## src/rtl/branch_predictor_pkg.sv

```systemverilog
// rtl/branch_predictor_pkg.sv - shared constants for the fetch-stage branch predictor
package branch_predictor_pkg;

    localparam int BP_INDEX_BITS = 3;

    // 2-bit saturating counter states; the MSB is the taken prediction
    localparam logic [1:0] CTR_SNT   = 2'b00;
    localparam logic [1:0] CTR_WNT   = 2'b01;
    localparam logic [1:0] CTR_WT    = 2'b10;
    localparam logic [1:0] CTR_ST    = 2'b11;
    localparam logic [1:0] CTR_ALLOC = CTR_WT;
    localparam logic [1:0] CTR_RESET = CTR_WNT;

endpackage

```

## src/rtl/CLA_16bit.sv

```systemverilog
// rtl/CLA_16bit.sv - 16-bit carry-lookahead adder/subtractor, four 4-bit groups
module CLA_16bit (
    input  logic [15:0] a,
    input  logic [15:0] b,
    input  logic        sub,
    output logic [15:0] sum
);

    logic [15:0] b_eff;
    logic [15:0] p;
    logic [15:0] g;
    logic [16:0] c;
    logic [3:0]  gg;
    logic [3:0]  pg;
    logic [4:0]  bc;

    assign b_eff = b ^ {16{sub}};
    assign p     = a ^ b_eff;
    assign g     = a & b_eff;

    always_comb begin
        gg = '0;
        pg = '0;
        bc = '0;
        c  = '0;
        for (int k = 0; k < 4; k++) begin
            pg[k] = &p[4*k +: 4];
            gg[k] = g[4*k+3]
                  | (p[4*k+3] & g[4*k+2])
                  | (p[4*k+3] & p[4*k+2] & g[4*k+1])
                  | (p[4*k+3] & p[4*k+2] & p[4*k+1] & g[4*k]);
        end
        // Group carries resolved by lookahead; only bit carries inside a group ripple
        bc[0] = sub;
        bc[1] = gg[0] | (pg[0] & bc[0]);
        bc[2] = gg[1] | (pg[1] & gg[0]) | (pg[1] & pg[0] & bc[0]);
        bc[3] = gg[2] | (pg[2] & gg[1]) | (pg[2] & pg[1] & gg[0])
              | (pg[2] & pg[1] & pg[0] & bc[0]);
        bc[4] = gg[3] | (pg[3] & gg[2]) | (pg[3] & pg[2] & gg[1])
              | (pg[3] & pg[2] & pg[1] & gg[0]) | (pg[3] & pg[2] & pg[1] & pg[0] & bc[0]);
        for (int k = 0; k < 4; k++) begin
            c[4*k] = bc[k];
            for (int j = 0; j < 3; j++) begin
                c[4*k+j+1] = g[4*k+j] | (p[4*k+j] & c[4*k+j]);
            end
        end
        c[16] = bc[4];
    end

    assign sum = p ^ c[15:0];

endmodule

```

## src/rtl/sat_counter_2bit.sv

```systemverilog
// rtl/sat_counter_2bit.sv - combinational next-state for a 2-bit saturating counter
module sat_counter_2bit
    import branch_predictor_pkg::*;
(
    input  logic [1:0] ctr_in,
    input  logic       inc,
    output logic [1:0] ctr_out
);

    always_comb begin
        ctr_out = ctr_in;
        if (inc) begin
            if (ctr_in != CTR_ST) ctr_out = ctr_in + 2'd1;
        end else begin
            if (ctr_in != CTR_SNT) ctr_out = ctr_in - 2'd1;
        end
    end

endmodule

```

## src/rtl/branch_predictor.sv

```systemverilog
// rtl/branch_predictor.sv - direct-mapped BTB with 2-bit counters, fetch lookup and decode training
module branch_predictor
    import branch_predictor_pkg::*;
#(
    parameter int INDEX_BITS = BP_INDEX_BITS
) (
    input  logic        clk,
    input  logic        rst,
    input  logic [15:0] PC_curr,
    output logic        predicted_taken,
    output logic [15:0] predicted_target,
    output logic [15:0] PC_predicted,
    input  logic        update_en,
    input  logic        is_branch,
    input  logic [15:0] update_PC,
    input  logic        actual_taken,
    input  logic [15:0] actual_target,
    input  logic        update_pred_taken,
    input  logic [15:0] update_pred_target,
    output logic        mispredicted
);

    localparam int ENTRIES = 2 ** INDEX_BITS;
    localparam int TAG_W   = 15 - INDEX_BITS;

    logic              valid_q  [ENTRIES];
    logic [TAG_W-1:0]  tag_q    [ENTRIES];
    logic [15:0]       target_q [ENTRIES];
    logic [1:0]        ctr_q    [ENTRIES];

    logic [INDEX_BITS-1:0] lk_idx;
    logic [TAG_W-1:0]      lk_tag;
    logic                  lk_hit;
    logic [15:0]           pc_plus2;

    logic [INDEX_BITS-1:0] up_idx;
    logic [TAG_W-1:0]      up_tag;
    logic                  up_hit;
    logic                  train;
    logic [1:0]            ctr_next;
    logic                  unused_pc_lsb;

    // Fetch-side lookup: halfword-aligned PC, bit 0 never selects an entry
    assign lk_idx = PC_curr[INDEX_BITS:1];
    assign lk_tag = PC_curr[15:INDEX_BITS+1];
    assign lk_hit = valid_q[lk_idx] && (tag_q[lk_idx] == lk_tag);

    CLA_16bit u_pc_inc (
        .a   (PC_curr),
        .b   (16'h0002),
        .sub (1'b0),
        .sum (pc_plus2)
    );

    assign predicted_taken  = lk_hit & ctr_q[lk_idx][1];
    assign predicted_target = lk_hit ? target_q[lk_idx] : 16'h0000;
    assign PC_predicted     = predicted_taken ? predicted_target : pc_plus2;

    assign up_idx        = update_PC[INDEX_BITS:1];
    assign up_tag        = update_PC[15:INDEX_BITS+1];
    assign up_hit        = valid_q[up_idx] && (tag_q[up_idx] == up_tag);
    assign train         = update_en & is_branch;
    assign unused_pc_lsb = update_PC[0];

    sat_counter_2bit u_ctr (
        .ctr_in  (ctr_q[up_idx]),
        .inc     (actual_taken),
        .ctr_out (ctr_next)
    );

    // A taken branch is wrong whenever the carried-down next PC differs from the real target
    assign mispredicted = train & (actual_taken ? (update_pred_target != actual_target)
                                                : update_pred_taken);

    always_ff @(posedge clk) begin
        if (rst) begin
            for (int i = 0; i < ENTRIES; i++) begin
                valid_q[i]  <= 1'b0;
                tag_q[i]    <= '0;
                target_q[i] <= 16'h0000;
                ctr_q[i]    <= CTR_RESET;
            end
        end else if (train) begin
            if (up_hit) begin
                ctr_q[up_idx] <= ctr_next;
                if (actual_taken) target_q[up_idx] <= actual_target;
            end else if (actual_taken) begin
                valid_q[up_idx]  <= 1'b1;
                tag_q[up_idx]    <= up_tag;
                target_q[up_idx] <= actual_target;
                ctr_q[up_idx]    <= CTR_ALLOC;
            end
        end
    end

endmodule

```

## config.mk

```make
export PLATFORM = sky130hd
export DESIGN_NAME = branch_predictor
export DESIGN_NICKNAME = d
export VERILOG_FILES = /design/src/rtl/branch_predictor_pkg.sv /design/src/rtl/CLA_16bit.sv /design/src/rtl/sat_counter_2bit.sv /design/src/rtl/branch_predictor.sv
export SDC_FILE = /design/constraint.sdc
export NUM_CORES = 1
export LEC_CHECK = 0
export CELL_PAD_IN_SITES_DETAIL_PLACEMENT = 1
export CELL_PAD_IN_SITES_GLOBAL_PLACEMENT = 1
export CORE_MARGIN = 10
export CORE_UTILIZATION = 35
export CTS_CLUSTER_DIAMETER = 100
export DETAILED_ROUTE_END_ITERATION = 10
export PLACE_DENSITY = 0.59
export SLEW_MARGIN = 5
export SYNTH_ARGS = -nofsm -noshare
export SYNTH_HDL_FRONTEND = slang
export SYNTH_HIERARCHICAL = 1
export SYNTH_SLANG_ARGS = --single-unit
```

## constraint.sdc

```tcl
create_clock -name clk -period 8.45 [get_ports clk]
set_input_delay 2.1125 -clock clk [delete_from_list [all_inputs] [get_ports clk]]
set_output_delay 2.1125 -clock clk [all_outputs]
set_load 0.05 [all_outputs]
```

Yosys cells after proc, flatten, opt, wreduce, memory -nomap -nowiden
Memory sizes are Yosys's and may differ from the RTL's.
Index checks and enable logic that the tools add are counted.
{"block": "op_classes", "addsub": 2, "eq_ne": 4, "muxes": 35, "bitwise": 22, "n_reduce_logical": 9}
{"operator": "$mux W16", "n": 4}
{"operator": "$eq A12 B12 Y1", "n": 2}
{"operator": "$mux W1", "n": 21}
{"operator": "$and A1 B1 Y1", "n": 18}
{"operator": "$ne A16 B16 Y1", "n": 1}
{"operator": "$reduce_or A16 Y1", "n": 1}
{"operator": "$xor A16 B16 Y16", "n": 1}
{"operator": "$mux W12", "n": 1}
{"operator": "$mux W3", "n": 4}
{"operator": "$reduce_or A12 Y1", "n": 1}
{"operator": "$mux W2", "n": 5}
{"operator": "$reduce_and A4 Y1", "n": 2}
{"operator": "$add A2 B1 Y2 const B", "n": 1}
{"operator": "$logic_and A1 B1 Y1", "n": 2}
{"operator": "$ne A2 B2 Y1 const B", "n": 1}
{"operator": "$or A1 B1 Y1", "n": 2}
{"operator": "$reduce_bool A2 Y1", "n": 1}
{"operator": "$reduce_or A2 Y1", "n": 1}
{"operator": "$sub A2 B1 Y2 const B", "n": 1}
{"operator": "$not A1 Y1", "n": 1}
{"operator": "$reduce_or A1 Y1", "n": 1}
{"block": "word_totals", "reg_bits": 0, "mem_bits_rw": 248, "input_bits": 70, "out_inout_bits": 34, "word_cells": 76, "memories": 4}
{"memory": "target_q", "depth": 8, "width": 16, "rd": 1, "rd_ports_with_merged_regs": 0, "write_ports": 8, "line_no": "branch_predictor.sv:28", "rtl": "logic [15:0] target_q [ENTRIES];"}
{"memory": "tag_q", "depth": 8, "width": 12, "rd": 2, "rd_ports_with_merged_regs": 0, "write_ports": 8, "line_no": "branch_predictor.sv:27", "rtl": "logic [TAG_W-1:0] tag_q [ENTRIES];"}
{"memory": "ctr_q", "depth": 8, "width": 2, "rd": 2, "rd_ports_with_merged_regs": 0, "write_ports": 8, "line_no": "branch_predictor.sv:29", "rtl": "logic [1:0] ctr_q [ENTRIES];"}
{"memory": "valid_q", "depth": 8, "width": 1, "rd": 2, "rd_ports_with_merged_regs": 0, "write_ports": 8, "line_no": "branch_predictor.sv:26", "rtl": "logic valid_q [ENTRIES];"}

Longest topological paths before layout
An unclocked memory read counts as a cell.
{"block": "depth", "ltp_word": 10, "depth_mapped": 16, "ltp_nobuf": 14}

Hierarchy
Netlist, hierarchy kept.
{"mod": "branch_predictor", "n_inst": 1, "cells_per_inst": 969, "area_each_um2": 13291.5, "seq_area_each_um2": 7367.1}
{"mod": "CLA_16bit", "n_inst": 1, "cells_per_inst": 95, "area_each_um2": 809.5, "seq_area_each_um2": 0.0}
{"mod": "sat_counter_2bit", "n_inst": 1, "cells_per_inst": 3, "area_each_um2": 26.3, "seq_area_each_um2": 0.0}

Worst setup path after synthesis
OpenSTA, ideal clock, no wires.
{"block": "synth_path", "kind": "input-to-output", "from": "input port PC_curr[2]", "to": "output port PC_predicted[10]", "arrival_time_ns": 5.032, "required_time_ns": 6.338, "slack_ns": 1.306, "stages": 11, "n_path_buf": 4, "path_cell_list": "buf_6 buf_6 and2b_2 a22oi_1 o221ai_2 xnor2_1 or4_1 or4_1 buf_6 buf_6 mux2i_1"}
{"block": "synth_via", "elab_chain_len": 7, "elab_cells_between_ends": 15, "classes_between": "eq/ne: 1; mux: 2; bitwise: 7; reduce/logical: 1; memory: 4"}
{"item": "start: declaration", "line_no": "branch_predictor.sv:9", "rtl": "input logic [15:0] PC_curr,"}
{"item": "parallel branches: the longest is 6 deep, another holds $mem_v2 Z8 W12"}
{"item": "$mux W16 *", "line_no": "branch_predictor.sv:57", "rtl": "assign PC_predicted = predicted_taken ? predicted_target : pc_plus2;"}
{"item": "end: declaration", "line_no": "branch_predictor.sv:12", "rtl": "output logic [15:0] PC_predicted,"}
Every way passes the cells marked *.

Worst setup path after layout
{"block": "layout_path", "from": "input port PC_curr[3]", "to": "output port PC_predicted[15]"}
{"block": "layout_via", "elab_chain_len": 8, "elab_cells_between_ends": 16, "classes_between": "eq/ne: 1; mux: 2; bitwise: 8; reduce/logical: 1; memory: 4"}
{"item": "$and A1 B1 Y1"}
{"item": "$and A1 B1 Y1", "line_no": "CLA_16bit.sv:30", "rtl": "| (p[4*k+3] & p[4*k+2] & g[4*k+1])"}
{"item": "$and A1 B1 Y1", "line_no": "CLA_16bit.sv:37", "rtl": "bc[3] = gg[2] | (pg[2] & gg[1]) | (pg[2] & pg[1] & gg[0])"}
{"item": "$and A1 B1 Y1 (3 in series)", "line_no": "CLA_16bit.sv:44", "rtl": "c[4*k+j+1] = g[4*k+j] | (p[4*k+j] & c[4*k+j]);"}
{"item": "$xor A16 B16 Y16", "line_no": "CLA_16bit.sv:50", "rtl": "assign sum = p ^ c[15:0];"}
{"item": "via pc_plus2[15]", "line_no": "branch_predictor.sv:34", "rtl": "logic [15:0] pc_plus2;"}
{"item": "$mux W16", "line_no": "branch_predictor.sv:57"}
The timed path passes the listed nets, and every way through them passes these cells.

==> out/metrics.csv <==
stage;metric;value;unit
setup_path;worst-path maximum fanout;22;
setup_path;Worst Setup End Kind;output port;
placement;Placed Instances;1665;
drt;Via density;5.44;
logic_synthesis;leading area contributor after synthesis;edfxtp_1;
run;max-cap violations;0;
logic_synthesis;ys async rst share;0;%
drt;DRC;0;
logic_synthesis;synthesized area per cell;13.2;um2
drt;per-cell routed wire length;25.7;um
placement;RD Place Congestion;0.771;
global_route;GRT Total Usage;17.5;%
power_and_ir_drop;Leak;6.24;nW
sta;final setup TNS;0;ns
sta;final setup vio count;0;
finish;Final Util;42.1;%
sta;crit share post-route;89.5;%
logic_synthesis;Mapped Cells;1067;
logic_synthesis;Post-synth top cells;240 x edfxtp_1, 96 x nor3b_1, 86 x mux2i_1;
power_and_ir_drop;Peak VDD IR;0.119;mV
clock_network;worst-skew pair later-pin latency;0.56;ns
clock_network;clk slew on worst S/H paths;0.06;ns
sta;final hold vios;0;
floorplanning;row count;73;
setup_path;critical path class;primary input to output port;
global_route;initial antenna violation count;1;
finish;Fill cells;4153;
global_route;grt ovf;0;
clock_network;hold_buf cts;0;
finish;Area growth syn-to-layout;18.7;%
logic_synthesis;Ys Warns;6;
finish;layout cells sized above 1;17.4;%
clock_network;Post-CTS Setup Inserts;0;
logic_synthesis;number of synthesized register bits;248;
drt;drt pass-1 iters;6;
clock_network;CTS Sinks;248;
finish;area of the multi-input gates;6230;um2
run_status;outcome;complete, no violations;
placement;Post-DP HPWL;29100;um
floorplanning;Die Y;221;um
floorplanning;Die X;221;um
global_route;vias in the first global route;10000;
finish;fin cells;1717;
power_and_ir_drop;pwr/cell area;198;nW/um2
floorplanning;# IOs;104;
drt;1st-iter DRT viols;652;
logic_synthesis;Syn Std Cell Area;14100;um2
floorplanning;area of the die;48800;um2
clock_network;CTS tree;done;
clock_network;Resized cells post-CTS;0;
drt;WL final;44100;um
sta;Slew Limit Fails;0;
clock_network;H-tree lvl count;1;
floorplanning;core footprint;39800;um2
finish;Sequential Area;7370;um2
setup_path;CP required;6.34;ns
drt;antenna-violating nets left;0;
logic_synthesis;EDFF count, synth;240;
setup_path;critical path launch point type;primary input;
sta;minimum clock period;7.56;ns
hold_path;Hold Path Class;flop to flop;
global_route;first-pass GRT wire length;65800;um
finish;final net count;1265;
logic_synthesis;dominant synthesized flop cell;edfxtp_1;
sta;Least-Margin Pin Slew;1.19;ns
drt;via count;9332;
logic_synthesis;Distinct cells, synth;55;
placement;count of port buffers added during placement;102;
finish;n_diodes;0;
logic_synthesis;Synth top area share;51.0;%
setup_path;CP arrival;5.45;ns
sta;Final Skew;0.0106;ns
sta;Slew Limit Headroom;20.4;%
logic_synthesis;Area contributors post-synth;edfxtp_1 51%, mux4_2 9.9%, mux2i_1 6.1%;
global_route;largest net degree at the start of global routing;74;
clock_network;Root Buffer;clkbuf_16;
sta;Max Fclk;132;MHz
clock_network;maximum clock path buffer count;3;
logic_synthesis;register area share after synthesis;52.1;%
sta;RSZ-0062 raised after global routing;false;
floorplanning;Starting Density;35.5;%
logic_synthesis;most frequent cell after synthesis;edfxtp_1;
clock_network;cts bufs inserted;30;
[state kept, by name, summed over array words and instances (netlist names)]
name and count:
target_q 128, valid_q 8, tag_q 96, ctr_q 16
[critical path, stage by stage]
cell	delay, ns
buf_2	0.54
ha_1	0.30
nor2b_1	0.21
o31ai_2	0.09
nand4bb_1	0.12
nand2_1	0.09
fa_1	0.39
fa_1	0.40
fa_1	0.41
xnor2_1	0.19
xnor2_1	0.14
inv_1	0.05
mux2i_1	0.23
buf_12	0.18
[cell families after synthesis]
logic type                 Yosys count  share of synthesized area [%]
and+or+nand+nor                    354                           15.4
DFF                                248                           52.1
muxes                              173                           18.0
buffers and inverters              134                           4.30
AOI/OAI and AO/OA                   70                           3.56
xor gates and xnor gates            61                           3.78
adders and majority gates           25                           2.78
other                                2                         0.0532
[area by class of cell]
cell class                      instances  share of cell area, %
Inverter                               54                   1.21
Timing Repair Buffer                  137                   8.21
Clock buffer                           48                   5.25
Tap cell                              525                   3.92
Clock inverter                          4                  0.299
Sequential cell                       248                   44.0
Multi-Input combinational cell        701                   37.2
[path summary, 6_finish.rpt]
| kind | start | end | slack (ns) | depth (start not counted) |
|---|---|---|---|---|
| worst min-delay path | valid_q[2] | valid_q[2] | 0.49 | 2 |
| worst max-delay path | PC_curr[3] | PC_predicted[15] | 0.89 | 14 |
| worst min register to register | valid_q[2] | valid_q[2] | 0.49 | 2 |
| worst max register to register | tag_q[3][3] | tag_q[0][5] | 5.11 | 9 |
[stage by stage]
stage	hold slack, ns	worst slack [ns]	power [mW]	area, um2
after CTS	0.489	0.841	3.34	16800
after floorplan	0.457	1.31	1.82	14200
final	0.491	0.886	3.31	16800
after global routing	0.513	0.629	3.43	16800
after detailed placement	0.480	0.851	2.11	15800
after global placement	0.474	0.939	2.10	15800
[metal layers]
metal | wire, um | part of all wire, % | GRT usage (%) | vias up
met2 | 21600 | 49 | 29.8 | 237
met1 | 19700 | 45 | 23.0 | 4844
met5 | 10 | 0.023 | 0 | -
met4 | 612 | 1.4 | 3.17 | 2
li1 | - | - | - | 4200
met3 | 2140 | 4.8 | 2.99 | 49
[where the power goes]
group | internal, mW | leakage [nW] | switching, mW
clock network | 0.736 | 0.444 | 0.500
registers | 1.41 | 2.35 | 0.0242
logic | 0.275 | 3.44 | 0.366
total | 2.42 | 6.24 | 0.890
[cell usage in the layout (no fill, tap or decap), types with 5 or more instances in the layout]
cell,netlist,final
o22ai_1,20,20
nand3_1,10,10
fa_1,11,11
clkdlybuf4s50_1,0,64
mux4_2,62,62
nand2_1,28,28
nor2b_1,5,5
clkbuf_16,0,32
nand4_1,6,6
buf_4,8,52
a221oi_1,7,7
a21o_1,9,9
dfxtp_1,8,8
nor3b_1,96,96
conb_1,2,18
or2_2,5,5
inv_1,53,53
ha_1,12,12
and2_1,64,64
or3_1,7,7
buf_12,0,16
a21oi_1,6,6
o21ai_0,5,5
edfxtp_1,240,240
xor2_1,29,29
mux2i_1,86,86
nor2_1,36,36
xnor2_1,32,32
mux2_1,8,8
mux2_2,17,17
buf_2,18,5
clkbuf_1,39,14
nor3_1,8,6
nand2b_1,10,10
and3_1,64,64
o21bai_1,9,9
No activity file was read; power rests on OpenSTA's default activity.
